===== src/rtl/pipe_pkg.sv =====
// Shared pipeline definitions: control-bit positions, default widths
// and the entry bundle carried between datapath stages.
package pipe_pkg;

  localparam int XLEN       = 32;
  localparam int REG_ADDR_W = 5;
  localparam int CTRL_BITS  = 8;

  localparam int CTRL_REGWRITE = 0;
  localparam int CTRL_MEMTOREG = 1;
  localparam int CTRL_MEMWRITE = 2;
  localparam int CTRL_MEMREAD  = 3;
  localparam int CTRL_BRANCH   = 4;

  typedef struct packed {
    logic [2*XLEN-1:0]     data;
    logic [CTRL_BITS-1:0]  ctrl;
    logic [REG_ADDR_W-1:0] tag;
  } pipe_entry_t;

  function automatic logic [3:0] popcnt8(
    input logic [7:0] v
  );
    logic [3:0] n;
    n = '0;
    for (int i = 0; i < 8; i++)
      n = n + {3'b000, v[i]};
    return n;
  endfunction

endpackage


===== src/rtl/pipe_slot.sv =====
// One pipeline register stage: valid bit plus data/ctrl/tag.
// Ctrl is zero whenever the stage is empty.
module pipe_slot
  import pipe_pkg::*;
#(
  parameter int DATA_W = 64,
  parameter int CTRL_W = 8,
  parameter int TAG_W  = 5
) (
  input  logic              clk_i,
  input  logic              rst_i,
  input  logic              i_load,
  input  logic              i_leave,
  input  logic              i_flush,
  input  logic              i_valid,
  input  logic [DATA_W-1:0] i_data,
  input  logic [CTRL_W-1:0] i_ctrl,
  input  logic [TAG_W-1:0]  i_tag,
  output logic              o_valid,
  output logic [DATA_W-1:0] o_data,
  output logic [CTRL_W-1:0] o_ctrl,
  output logic [TAG_W-1:0]  o_tag
);

  logic              r_valid;
  logic [DATA_W-1:0] r_data;
  logic [CTRL_W-1:0] r_ctrl;
  logic [TAG_W-1:0]  r_tag;

  always_ff @(posedge clk_i or negedge rst_i) begin
    if (!rst_i) begin
      r_valid <= 1'b0;
      r_data  <= '0;
      r_ctrl  <= '0;
      r_tag   <= '0;
    end else if (i_flush) begin
      r_valid <= 1'b0;
      r_ctrl  <= '0;
    end else if (i_load) begin
      r_valid <= i_valid;
      r_ctrl  <= i_valid ? i_ctrl : '0;
      if (i_valid) begin
        r_data <= i_data;
        r_tag  <= i_tag;
      end
    end else if (i_leave) begin
      r_valid <= 1'b0;
      r_ctrl  <= '0;
    end
  end

  assign o_valid = r_valid;
  assign o_data  = r_data;
  assign o_ctrl  = r_ctrl;
  assign o_tag   = r_tag;

endmodule


===== src/rtl/pipe_stage_chain.sv =====
// Valid/ready pipeline register chain with stall, flush and
// bubble collapse; outputs come straight from the last stage.
module pipe_stage_chain
  import pipe_pkg::*;
#(
  parameter int DATA_W = 64,
  parameter int CTRL_W = 8,
  parameter int TAG_W  = 5,
  parameter int DEPTH  = 1,
  localparam int CW    = $clog2(DEPTH+1)
) (
  input  logic              clk_i,
  input  logic              rst_i,
  input  logic              in_valid_i,
  output logic              in_ready_o,
  input  logic [DATA_W-1:0] in_data_i,
  input  logic [CTRL_W-1:0] in_ctrl_i,
  input  logic [TAG_W-1:0]  in_tag_i,
  output logic              out_valid_o,
  input  logic              out_ready_i,
  output logic [DATA_W-1:0] out_data_o,
  output logic [CTRL_W-1:0] out_ctrl_o,
  output logic [TAG_W-1:0]  out_tag_o,
  input  logic              stall_i,
  input  logic              flush_i,
  output logic [CW-1:0]     count_o
);

  logic [DEPTH-1:0]             w_valid;
  logic [DEPTH-1:0][DATA_W-1:0] w_data;
  logic [DEPTH-1:0][CTRL_W-1:0] w_ctrl;
  logic [DEPTH-1:0][TAG_W-1:0]  w_tag;
  logic [DEPTH-1:0]             w_load;
  logic [DEPTH-1:0]             w_leave;
  logic                         w_lv;
  logic [7:0]                   w_vpad;
  logic [3:0]                   w_pop;

  // Ready ripples from the output back to stage 0.
  always_comb begin
    w_load  = '0;
    w_leave = '0;
    w_lv    = out_ready_i & ~stall_i;
    for (int k = DEPTH-1; k >= 0; k--) begin
      w_leave[k] = w_lv;
      w_load[k]  = ~stall_i & ~flush_i
                 & (~w_valid[k] | w_lv);
      w_lv       = w_load[k];
    end
  end

  assign in_ready_o = w_load[0];

  for (genvar k = 0; k < DEPTH; k++) begin : g_slot
    logic              w_sv;
    logic [DATA_W-1:0] w_sd;
    logic [CTRL_W-1:0] w_sc;
    logic [TAG_W-1:0]  w_st;

    if (k == 0) begin : g_head
      assign w_sv = in_valid_i;
      assign w_sd = in_data_i;
      assign w_sc = in_ctrl_i;
      assign w_st = in_tag_i;
    end else begin : g_body
      assign w_sv = w_valid[k-1];
      assign w_sd = w_data[k-1];
      assign w_sc = w_ctrl[k-1];
      assign w_st = w_tag[k-1];
    end

    pipe_slot #(
      .DATA_W (DATA_W),
      .CTRL_W (CTRL_W),
      .TAG_W  (TAG_W)
    ) u_slot (
      .clk_i   (clk_i),
      .rst_i   (rst_i),
      .i_load  (w_load[k]),
      .i_leave (w_leave[k]),
      .i_flush (flush_i),
      .i_valid (w_sv),
      .i_data  (w_sd),
      .i_ctrl  (w_sc),
      .i_tag   (w_st),
      .o_valid (w_valid[k]),
      .o_data  (w_data[k]),
      .o_ctrl  (w_ctrl[k]),
      .o_tag   (w_tag[k])
    );
  end

  always_comb begin
    w_vpad = '0;
    w_vpad[DEPTH-1:0] = w_valid;
  end

  assign w_pop   = popcnt8(w_vpad);
  assign count_o = w_pop[CW-1:0];

  assign out_valid_o = w_valid[DEPTH-1];
  assign out_data_o  = w_data[DEPTH-1];
  assign out_ctrl_o  = w_ctrl[DEPTH-1];
  assign out_tag_o   = w_tag[DEPTH-1];

endmodule


===== config.mk =====
export PLATFORM = sky130hd
export DESIGN_NAME = pipe_stage_chain
export DESIGN_NICKNAME = d
export VERILOG_FILES = /design/src/rtl/pipe_pkg.sv /design/src/rtl/pipe_slot.sv /design/src/rtl/pipe_stage_chain.sv
export SDC_FILE = /design/constraint.sdc
export NUM_CORES = 1
export LEC_CHECK = 0
export ABC_AREA = 1
export CELL_PAD_IN_SITES_DETAIL_PLACEMENT = 0
export CELL_PAD_IN_SITES_GLOBAL_PLACEMENT = 1
export CORE_ASPECT_RATIO = 0.9
export CORE_MARGIN = 2
export CORE_UTILIZATION = 25
export DETAILED_ROUTE_END_ITERATION = 10
export GPL_ROUTABILITY_DRIVEN = 0
export PLACE_DENSITY = 0.68
export SETUP_SLACK_MARGIN = 0.15
export SLEW_MARGIN = 10
export SYNTH_ARGS = -nofsm -noshare
export SYNTH_HDL_FRONTEND = slang
export SYNTH_SLANG_ARGS = --single-unit

===== constraint.sdc =====
create_clock -name clk_i -period 1.31 [get_ports clk_i]
set_input_delay 0.262 -clock clk_i [delete_from_list [all_inputs] [get_ports clk_i]]
set_output_delay 0.262 -clock clk_i [all_outputs]
set_load 0.02 [all_outputs]

==> results.py, run 1 <==
metrics = {
    "worst_setup_path": {
        "start_kind": "flip-flop",
        "critPathRequiredTime_ps": 1050,
        "r2r_start": "g_slot[0].u_slot.o_valid",
        "r2r_end": "g_slot[0].u_slot.o_data[47]",
        "crit_end": "in_ready_o",
        "worstSetupPathType": "reg -> out",
        "reg2reg_depth": 7,
        "r2r_slack_ps": 20,
        "path_max_fanout": 3,
        "worstSetupStartpoint": "g_slot[0].u_slot.o_valid",
        "cp.arrival_ps": 1070,
        "critPathCaptureType": "primary output",
    },
    "finish": {
        "area_growth_pct": 79.8,
        "design_area_um2": 5820,
        "final_cell_mix": "nand2_1 (123), nand4_1 (77), dfrtp_1 (77), clkdlybuf4s50_1 (77), buf_6 (61)",
        "drive_gt1_frac": 0.319,
        "final_net_count": 622,
        "fillers": 1242,
        "fin_util": 0.459,
        "antenna_cells": 0,
        "layout_commonest_cell": "nand2_1",
        "seqCellArea_um2": 1950,
        "multi_input_area_um2": 1230,
    },
    "sta": {
        "fin_setup_tns_ps": -18.8,
        "setup_viol": 1,
        "fmax_ghz": 0.753,
        "fin_worst_skew_ps": 3.29,
        "rsz0062_at_grt": "true",
        "hold_ws_ps": 466,
        "fin_crit_sh": 1.01,
        "worst_pin_slew_ps": 426,
        "drv_slew": 0,
        "layout_min_cycle_time_ps": 1330,
        "max-slew-margin-rel": 0.716,
        "fin_ws_ps": -18.8,
        "hold_violations": 0,
    },
    "logic_synthesis": {
        "seq_area_frac_synth": 0.603,
        "ys_ff_latch": 78,
        "postSynthCellCount": 351,
        "syn_area_per_cell_um2": 9.22,
        "synthDistinctLibCells": 11,
        "netlist_area_um2": 3240,
        "synth.net_count": 434,
        "yosys_warnings": 0,
    },
    "routing": {
        "routedWlPerCell_um": 15.5,
        "via_per_inst": 4.64,
        "met1_length_um": 4860,
        "via_count": 3277,
        "dr.max_layer_used": "met4",
        "wl_met2_um": 5070,
        "drtAntennaViolNets": 0,
        "drtPass1Iterations": 4,
        "met3_wirelength_um": 819,
        "drtIter0Drc": 136,
        "totalWireLength_um": 11000,
        "drc": 0,
    },
    "grt": {
        "grt_max_degree": 79,
        "antenna_found_initial": 0,
        "first_global_vias": 3222,
        "grt_pass1_wl_um": 16600,
        "grt_util_all_layers": 0.154,
        "gr-total-overflow": 0,
    },
    "placed_design": {
        "port_buffers": 162,
        "postPlaceCellArea_um2": 5080,
        "hpwl_um": 6780,
    },
    "clocking": {
        "cts_buffer_depth": 2,
        "clk_latency_ps": 340,
        "clkSinkCount": 78,
        "cts_tree": "yes",
        "numCtsBuffers": 9,
        "h-tree-depth": 3,
        "cts_root_buffer": "clkbuf_16",
        "clk_pin_slew_ps": 60,
    },
    "job": {
        "maxCapViolations": 0,
    },
    "pwr": {
        "p_int_uw": 5460,
        "pwr_density_cell_nw_per_um2": 1350,
        "p_sw_uw": 2420,
        "pwr-share-comb": 0.313,
        "p_seq_frac": 0.395,
        "pwr-share-clk": 0.292,
        "finalPower_uw": 7880,
        "p_sw_frac": 0.308,
        "ir_worst_vdd_v": 0.000644,
        "leakage_uw": 0.00293,
    },
    "floorplanning": {
        "die_width_um": 124,
        "ios": 163,
        "start_util": 0.255,
        "core_area_um2": 12700,
        "rows": 39,
        "dieArea_um2": 13900,
        "die_h_um": 112,
    },
    "min_path": {
        "min_path_type": "reg -> reg",
        "hold_path_startpoint": "g_slot[0].u_slot.o_data[41]",
    },
    "outcome": {
        "status": "finished with violations",
        "violations": "negative setup slack",
    },
}
==> how the worst min path moves through the flow <==
stage                     cells past startpoint                          end
after floorplan                               0   g_slot[0].u_slot.o_ctrl[0]
after global placement                        2  g_slot[0].u_slot.o_data[10]
after detailed placement                      2  g_slot[0].u_slot.o_data[10]
after CTS                                     4  g_slot[0].u_slot.o_data[44]
after global routing                          4  g_slot[0].u_slot.o_data[41]
final                                         2  g_slot[0].u_slot.o_data[41]
==> registers in the layout, summed over array words and instances, names as in the netlist <==
| signal | cells |
|---|---|
| g_slot.u_slot.o_ctrl | 8 |
| g_slot.u_slot.o_tag | 5 |
| g_slot.u_slot.o_data | 64 |
| g_slot.u_slot.o_valid | 1 |
==> power groups by stage <==
stage          sequential [uW]  combinational, uW  clock, uW
2_1_floorplan             3530                453          0
3_5_place_dp              3070               2210          0
4_1_cts                   3060               2080       2380
6_report                  3110               2470       2300
5_1_grt                   3150               2650       2480
3_3_place_gp              3070               2190          0
==> timing repair <==
item                                   4_1_cts  5_1_grt
resized for setup                          395      101
setup buffers                                6       21
endpoints found under the hold margin       78        0
pin swaps                                    1        9
setup endpoints to repair                  158      138
hold buffers                                 1        0
cloned                                       0        4
==> worst max-delay path, cell delays in order (launching register included) <==
cell and delay [ps]:
dfrtp_2 430, nand2_4 100, nand2_4 50, inv_2 50, buf_6 100
==> cell families (layout without fill, tap and decap cells) <==
kind of cell,after synthesis,count (layout),share of synthesized area
buffers and inverters,36,228,0.0549
DFF,78,78,0.603
and+or+nand+nor,237,237,0.342
==> cell type report <==
| cell class | count | share of cell area |
|---|---|---|
| Clock buffer | 14 | 0.0454 |
| Clock inverter | 1 | 0.000860 |
| Inverter | 3 | 0.00194 |
| Multi-Input combinational cell | 237 | 0.211 |
| Sequential cell | 78 | 0.336 |
| Tap cell | 164 | 0.0353 |
| Timing Repair Buffer | 210 | 0.370 |
==> metal layers <==
metal | global-route usage | up-vias
li1 | - | 1572
met1 | 0.206 | 1573
met2 | 0.234 | 114
met3 | 0.0497 | 18
met4 | 0.0562 | 0
met5 | 0 | -
==> cell usage after synthesis <==
cell | instances | area [um^2]
nand2_1 | 147 | 552
dfrtp_1 | 78 | 1950
nand4_1 | 77 | 482
buf_2 | 19 | 95.1
nand3_1 | 10 | 50.1
clkbuf_1 | 9 | 33.8
buf_4 | 5 | 37.5
inv_2 | 2 | 7.51
nand2_2 | 2 | 12.5
inv_1 | 1 | 3.75
nor2_4 | 1 | 11.3
==> metrics by stage <==
stage,instances,worst slack [ps]
floorplan,351,157
global placement,660,-521
detailed placement,660,-569
CTS,682,-25.2
global route,707,-59.0
finish,707,-18.8
(Power assumes the default switching activity.)
==> run 2, diff against run 1 <==
--- a/config.mk
+++ b/config.mk
@@ -6,6 +6,7 @@
 export NUM_CORES = 1
 export LEC_CHECK = 0
 export ABC_AREA = 1
+export CAP_MARGIN = 5
 export CELL_PAD_IN_SITES_DETAIL_PLACEMENT = 0
 export CELL_PAD_IN_SITES_GLOBAL_PLACEMENT = 1
 export CORE_ASPECT_RATIO = 0.9
==> results of run 2 <==
Same layout as run 1: the final DEF is identical, and so are final timing and power.
==> run 3, diff against run 2 <==
--- a/config.mk
+++ b/config.mk
@@ -14,7 +14,7 @@
 export CORE_UTILIZATION = 25
 export DETAILED_ROUTE_END_ITERATION = 10
 export GPL_ROUTABILITY_DRIVEN = 0
-export PLACE_DENSITY = 0.68
+export PLACE_DENSITY = 0.82
 export SETUP_SLACK_MARGIN = 0.15
 export SLEW_MARGIN = 10
 export SYNTH_ARGS = -nofsm -noshare
==> results.py, run 3 (synthesis gave the netlist of run 1 again) <==
metrics = {
    "outcome": {
        "status": "complete, no violations",
    },
    "clocking": {
        "clk_latency_ps": 330,
        "cts_tree": "yes",
        "h-tree-depth": 3,
        "clk_pin_slew_ps": 60,
        "clkSinkCount": 78,
        "cts_buffer_depth": 2,
        "cts_root_buffer": "clkbuf_16",
        "numCtsBuffers": 9,
    },
    "worst_setup_path": {
        "critPathCaptureType": "primary output",
        "worstSetupPathType": "reg -> out",
        "critPathRequiredTime_ps": 1050,
        "crit_buf_inv": 2,
        "slowest_stage": "dfrtp_2",
        "start_kind": "flip-flop",
        "cp.arrival_ps": 1020,
        "max_stage_delay_ps": 420,
        "critical-path-top-delay-family": "flip-flops",
        "crit_path_frequent_cell": "nand2_4",
        "crit_chain": "nand2_4 > nand2_4 > inv_2 > buf_6",
        "path_max_fanout": 2,
    },
    "grt": {
        "first_global_vias": 3147,
        "grt_max_degree": 79,
        "grt_util_all_layers": 0.148,
        "gr-total-overflow": 0,
        "antenna_found_initial": 1,
        "grt_pass1_wl_um": 16100,
    },
    "floorplanning": {
        "ios": 163,
        "die_width_um": 124,
        "start_util": 0.255,
        "rows": 39,
        "dieArea_um2": 13900,
        "core_area_um2": 12700,
        "die_h_um": 112,
    },
    "sta": {
        "max-slew-margin-rel": 0.712,
        "fmax_ghz": 0.779,
        "worst_pin_slew_ps": 433,
        "fin_worst_skew_ps": 3.86,
        "rsz0062_at_grt": "true",
        "drv_slew": 0,
        "hold_violations": 0,
        "layout_min_cycle_time_ps": 1280,
        "setup_viol": 0,
        "fin_crit_sh": 0.980,
        "fin_setup_tns_ps": 0,
    },
    "finish": {
        "drive_gt1_frac": 0.259,
        "final_cell_mix": "nand2_1 (147), nand4_1 (77), dfrtp_1 (77), clkdlybuf4s50_1 (77)",
        "area_growth_pct": 67.9,
        "largest_register_ffs": 64,
        "layout_commonest_cell": "nand2_1",
        "design_area_um2": 5430,
        "final_net_count": 608,
    },
    "routing": {
        "totalWireLength_um": 10400,
        "drtPass1Iterations": 4,
        "via_count": 3188,
        "routedWlPerCell_um": 15.0,
        "wl_met2_um": 4900,
        "drc": 0,
        "dr.max_layer_used": "met4",
        "drtIter0Drc": 136,
        "via_per_inst": 4.59,
        "drtAntennaViolNets": 0,
        "met3_wirelength_um": 1010,
        "met1_length_um": 4390,
    },
    "min_path": {
        "min_path_type": "in -> reg",
    },
    "pwr": {
        "leakage_uw": 0.00278,
        "pwr_density_cell_nw_per_um2": 1490,
        "ir_worst_vdd_v": 0.000702,
    },
    "placed_design": {
        "postPlaceCellArea_um2": 5050,
        "hpwl_um": 6940,
        "port_buffers": 162,
    },
    "job": {
        "maxCapViolations": 0,
    },
}
==> run 3: cell count changes in the layout (fill, tap and decap cells not counted), sizes merged <==
cell          before  now
buf              126  115
clkbuf            17   11
bufinv             0    3
diode              0    1
dlygate4sd2        2    3
dlymetal6s2s       1    0
==> run 3: per-stage QoR <==
step           hold WS, ps  total power, uW  worst slack, ps  utilization  std cells
2_1_floorplan        -33.6             3990              157            -        351
3_5_place_dp           322             5280             -566        0.398        660
5_1_grt                471             8470            -11.0        0.428        693
6_report               465             8070             26.3        0.428        694
4_1_cts                451             7850             4.26        0.402        677
3_3_place_gp           323             5240             -509        0.398        660
==> run 3: path summary, 6_finish.rpt <==
kind / startpoint / endpoint / slack [ps] / depth (start not counted)
worst max-delay path: g_slot[0].u_slot.o_valid / in_ready_o / 30 / 4
worst min-delay path: in_valid_i / g_slot[0].u_slot.o_tag[0] / 470 / 4
worst max register to register: g_slot[0].u_slot.o_valid / g_slot[0].u_slot.o_data[51] / 70 / 6
worst min register to register: g_slot[0].u_slot.o_data[35] / g_slot[0].u_slot.o_data[35] / 470 / 2
max in group asynchronous: rst_i / g_slot[0].u_slot.o_data[37] / 460 / 3
min in group asynchronous: rst_i / g_slot[0].u_slot.o_data[10] / 500 / 3
==> run 3: worst min-delay path, stage by stage <==
cell and delay (ps):
buf_2 130, buf_4 200, nand4_1 110, nand2_1 50
==> run 3: repair_timing <==
| item | 4_1_cts | 5_1_grt |
|---|---|---|
| buffers inserted | 1 | 16 |
| pin swaps | 1 | 0 |
| resized for setup | 351 | 73 |
| endpoints found under the hold margin | 78 | 0 |
| gates cloned | 0 | 0 |
| endpoints found under the setup margin | 158 | 127 |
| hold buffers | 1 | 0 |
==> run 3: final cells by class <==
type / count / area [um^2]
antenna: 1 / 2.50
clock buffer: 11 / 243
clock inverter: 4 / 95.1
fill: 1258 / 7250
inverter: 3 / 11.3
multi-input combinational: 237 / 1130
sequential: 78 / 1950
tap: 164 / 205
timing repair buffer: 196 / 1790
==> run 3: per-layer routing <==
metal	global-route usage	vias up
met2	0.243	141
met4	0.0397	0
met5	0	-
li1	-	1541
met1	0.185	1495
met3	0.0497	11
==> run 3: where the power goes <==
group	internal, uW	leakage (uW)	switching (uW)
registers	2800	0.000982	255
clock network	1900	0.000166	927
logic	1030	0.00163	1160
